===== config.mk =====
export PLATFORM = sky130hd
export DESIGN_NAME = shift_arbiter
export DESIGN_NICKNAME = d
export VERILOG_FILES = /design/src/rtl/shift_arbiter.sv
export SDC_FILE = /design/constraint.sdc
export NUM_CORES = 1
export LEC_CHECK = 0
export CAP_MARGIN = 20
export CORE_ASPECT_RATIO = 0.8
export CORE_MARGIN = 4
export CORE_UTILIZATION = 58
export CTS_CLUSTER_SIZE = 25
export DETAILED_ROUTE_END_ITERATION = 8
export HOLD_SLACK_MARGIN = 0.05
export PLACE_DENSITY = 0.87
export SLEW_MARGIN = 20
export SYNTH_ARGS = -nofsm -noshare
export SYNTH_HDL_FRONTEND = slang
export SYNTH_SLANG_ARGS = --single-unit
export TNS_END_PERCENT = 20

===== constraint.sdc =====
create_clock -name clk -period 5.04 [get_ports clk]
set_clock_uncertainty 0.2 [all_clocks]
set_input_delay 1.008 -clock clk [delete_from_list [all_inputs] [get_ports clk]]
set_output_delay 1.008 -clock clk [all_outputs]
set_load 0.05 [all_outputs]

===== src/rtl/shift_arbiter.sv =====
// Two-port arbiter in front of the combinational 16-bit shifter (SLL/SRA/ROR).
// Grants one requester, latches its operands, and returns a registered result with a done pulse.
module shift_arbiter #(
    parameter int RR_EN = 1,
    parameter int DW    = 16
) (
    input  logic          clk,
    input  logic          rst_n,
    input  logic          req0,
    input  logic [1:0]    mode0,
    input  logic [3:0]    val0,
    input  logic [DW-1:0] data0,
    input  logic          req1,
    input  logic [1:0]    mode1,
    input  logic [3:0]    val1,
    input  logic [DW-1:0] data1,
    output logic          gnt0,
    output logic          gnt1,
    output logic          done0,
    output logic          done1,
    output logic          err,
    output logic [DW-1:0] result,
    output logic          busy
);

    typedef enum logic [1:0] {IDLE, EXEC, DONE} state_t;

    state_t          state, state_nxt;
    logic            owner, owner_nxt;
    logic            rr_ptr, rr_ptr_nxt;
    logic            gnt0_nxt, gnt1_nxt, done0_nxt, done1_nxt, err_nxt, busy_nxt;
    logic            pick, latch, capture;
    logic [1:0]      op_mode;
    logic [3:0]      op_val;
    logic [DW-1:0]   op_data;

    function automatic logic [DW-1:0] shift_op(input logic [1:0] mode,
                                                input logic [3:0] amt,
                                                input logic [DW-1:0] d);
        logic signed [DW-1:0] sd;
        logic [2*DW-1:0]      dd;
        sd = $signed(d);
        // Rotating the doubled word right leaves the wrapped bits in the low half.
        dd = {d, d} >> amt;
        case (mode)
            2'b00:   shift_op = d << amt;
            2'b01:   shift_op = sd >>> amt;
            2'b10:   shift_op = dd[DW-1:0];
            default: shift_op = '0;
        endcase
    endfunction

    always_comb begin
        state_nxt  = state;
        owner_nxt  = owner;
        rr_ptr_nxt = rr_ptr;
        gnt0_nxt   = gnt0;
        gnt1_nxt   = gnt1;
        done0_nxt  = 1'b0;
        done1_nxt  = 1'b0;
        err_nxt    = 1'b0;
        busy_nxt   = busy;
        pick       = 1'b0;
        latch      = 1'b0;
        capture    = 1'b0;
        case (state)
            IDLE: begin
                if (req0 || req1) begin
                    // With both asking, round-robin follows rr_ptr; otherwise the lone requester wins.
                    pick      = (req0 && req1) ? ((RR_EN != 0) ? rr_ptr : 1'b0) : req1;
                    owner_nxt = pick;
                    gnt0_nxt  = !pick;
                    gnt1_nxt  = pick;
                    busy_nxt  = 1'b1;
                    latch     = 1'b1;
                    state_nxt = EXEC;
                end
            end
            EXEC: begin
                capture   = 1'b1;
                done0_nxt = !owner;
                done1_nxt = owner;
                err_nxt   = (op_mode == 2'b11);
                state_nxt = DONE;
            end
            DONE: begin
                gnt0_nxt  = 1'b0;
                gnt1_nxt  = 1'b0;
                busy_nxt  = 1'b0;
                if (RR_EN != 0) rr_ptr_nxt = !owner;
                state_nxt = IDLE;
            end
            default: state_nxt = IDLE;
        endcase
    end

    always_ff @(posedge clk or negedge rst_n) begin
        if (!rst_n) begin
            state  <= IDLE;
            owner  <= 1'b0;
            rr_ptr <= 1'b0;
            gnt0   <= 1'b0;
            gnt1   <= 1'b0;
            done0  <= 1'b0;
            done1  <= 1'b0;
            err    <= 1'b0;
            busy   <= 1'b0;
        end else begin
            state  <= state_nxt;
            owner  <= owner_nxt;
            rr_ptr <= rr_ptr_nxt;
            gnt0   <= gnt0_nxt;
            gnt1   <= gnt1_nxt;
            done0  <= done0_nxt;
            done1  <= done1_nxt;
            err    <= err_nxt;
            busy   <= busy_nxt;
        end
    end

    // Operands are frozen at the grant edge; the shifter sees only these copies.
    always_ff @(posedge clk or negedge rst_n) begin
        if (!rst_n) begin
            op_mode <= 2'b00;
            op_val  <= 4'd0;
            op_data <= '0;
            result  <= '0;
        end else begin
            if (latch) begin
                op_mode <= pick ? mode1 : mode0;
                op_val  <= pick ? val1  : val0;
                op_data <= pick ? data1 : data0;
            end
            if (capture) result <= shift_op(op_mode, op_val, op_data);
        end
    end

endmodule


==> impl_metrics.json <==
{
  "die_w_um": 98.5,
  "cts_tree": "done",
  "synth.cells.most_frequent": "dfrtp_1, nand2_1, o21ai_0, clkbuf_1, mux2i_1",
  "crit_type": "reg2reg",
  "areaGrowthSynthToFinish_pct": 20.2,
  "crit_path_top_delay_cell": "dfrtp_2",
  "cts.sink_count": 48,
  "drc_errors": 0,
  "min_period_ns": 3.07,
  "routed_wl_mm": 11.0,
  "portBuffers": 69,
  "maxCapViolations": 0,
  "cp_max_fo": 32,
  "dr.first_iter.drc_count": 316,
  "hold_class": "reg2reg",
  "p_total_mw": 3.57,
  "setup_viol": 0,
  "grt_pass1_wl_mm": 18.0,
  "max_freq_ghz": 0.326,
  "setup_tns_ns": 0,
  "outcome": "completed",
  "hold_viol": 0,
  "slew_headroom": 0.465,
  "avgSynthCellArea_um2": 9.83,
  "ys_types": 54,
  "cp_data_required_time_ns": 5.03,
  "cts_hold_buf": 0,
  "crit_arrival_ns": 3.06,
  "max_stage_delay_ns": 0.66,
  "yosysSeqAreaShare": 0.316,
  "p_int_mw": 1.75,
  "worstSetupStartpointType": "register",
  "synth_cells": 387,
  "power_frac_seq": 0.252,
  "fin_crit_sh": 0.609,
  "end_kind": "register",
  "synthArstFlopShare": 1.00,
  "worst_pin_slew_ns": 0.800,
  "dpl_worst_slack_ns": 1.72,
  "cts_setup_buffers": 0,
  "drive_gt1_frac": 0.126,
  "netlist_area_mm2": 0.00380,
  "synth_area_leader_cell": "dfrtp_1",
  "synth_top_cell_area_share": 0.316,
  "setup_ws_ns": 1.97,
  "nNetsFinal": 476,
  "p_leak_nw": 1.84,
  "crit_chain": "buf_4 > mux4_2 > a222oi_1 > o21ai_0 > a41oi_1 > nand3_1",
  "grt_start_max_net_pins": 49,
  "ant_nets": 0,
  "rows": 26,
  "gp_congestion": 0.948,
  "switching_share": 0.509,
  "crit_family": "compound AO/OA/AOI/OAI gates",
  "post_cts_resized": 0,
  "synth-seq-cells": 48,
  "htree_levels": 2,
  "antennaDiodeCount": 0,
  "vias": 3569,
  "synthFlopType": "dfrtp_1",
  "clock_path_buffers": 2,
  "dp_hpwl_mm": 7.71,
  "powerDensity_mw_per_mm2": 781,
  "synth_warnings": 0,
  "synthTopCellsByArea": "dfrtp_1, mux4_2, mux4_1, mux2i_1, o21ai_0",
  "synth-simple-area-share": 0.122,
  "synthMuxAreaShare": 0.272,
  "cts_buffers": 5,
  "grt_util_all_layers": 0.287,
  "synth_edf_count": 0,
  "ir_drop_mv": 0.366,
  "power_frac_comb": 0.661,
  "synth_top_family_by_area": "multiplexers",
  "crit_buf_inv": 1,
  "synth_most_common_cell": "dfrtp_1",
  "die_y_um": 80.4,
  "yosys.area_share.adder": 0,
  "core_area_mm2": 0.00638,
  "clkPwrFrac": 0.086,
  "die-area_mm2": 0.00793,
  "synth_compound_area_frac": 0.226,
  "drt_pass1_iterations": 5,
  "wire_per_inst_um": 21.4,
  "antenna_found_initial": 0,
  "p_switching_mw": 1.82,
  "overflow": 0,
  "syn_nets": 435,
  "path_clk_slew_ns": 0.10,
  "grt_setup_unrepaired": "no",
  "initial_utilization": 0.597,
  "synth_xor_area_frac": 0.00230,
  "grt_pass1_vias": 3568,
  "clkLatencyLatePin_ns": 0.32,
  "via_per_inst": 6.96,
  "root_buffer": "clkbuf_8",
  "finalMaxSlewViolations": 0,
  "pin_count": 70
}
## layer usage
metal / wire length (um) / global-route usage / part of all wire / vias to the layer above
met5: 0 / 0 / 0 / -
met4: 293 / 0.101 / 0.027 / 0
met3: 1070 / 0.0686 / 0.097 / 39
met2: 5060 / 0.454 / 0.46 / 238
met1: 4550 / 0.389 / 0.41 / 1711
li1: - / - / - / 1581
## power by group through the flow
stage	logic (mW)	registers (mW)	clock network, mW
floorplan	1.72	0.892	0
global placement	2.26	0.865	0
detailed placement	2.31	0.885	0
CTS	2.32	0.884	0.306
global route	2.53	0.924	0.331
finish	2.36	0.902	0.308
## kinds of logic (layout without fill, tap and decap cells)
group,Yosys count,count (layout)
flops,48,48
simple gates,99,99
xor+xnor,1,1
compound gates,127,127
buf+inv,49,91
mux,63,63
## layout by cell type, fill, tap and decap left out, drive strengths merged, types with 6 or more instances in the layout
cell,Yosys,layout
nor2,16,16
nand2b,8,8
a21oi,10,10
nand2,42,42
o22ai,21,21
mux4,28,28
clkdlybuf4s50,0,68
inv,6,6
nand3,10,10
buf,19,8
o21ai,45,45
mux2,12,12
clkbuf,23,6
dfrtp,48,48
mux2i,23,23
nor2b,6,6
## per-stage QoR
step / hold slack [ns] / cell area, um^2 / instances / util
after detailed placement: 0.273 / 4450 / 505 / 0.698
after global routing: 0.312 / 4570 / 513 / 0.717
final: 0.290 / 4570 / 513 / 0.717
after floorplan: 0.235 / 3800 / 387 / -
after global placement: 0.264 / 4450 / 505 / 0.697
after CTS: 0.294 / 4570 / 513 / 0.717
## worst paths after layout
check	slack [ns]	cells after the start	endpoint	start
hold / removal	0.29	1	result[1]	result[1]
max in group asynchronous	3.61	2	op_val[0]	rst_n
hold reg to reg	0.29	1	result[1]	result[1]
setup reg to reg	1.97	6	result[13]	op_val[0]
min in group asynchronous	0.58	2	op_data[10]	rst_n
setup / recovery	1.97	6	result[13]	op_val[0]
## cell type report
class                   count  area [um^2]
well taps                  84          105
fillers                   480         1800
multi-input cells         290         2380
inverters                   7         26.3
flip-flops and latches     48         1200
repair buffers             76          738
clock inverters             2         38.8
clock buffers               6         82.6
## sequential cells by signal, summed over array words and instances (netlist names), 2 cells and up
register,cells
op_data,16
result,16
op_val,4
op_mode,2
state,2
Power figures use the tool's default switching activity.
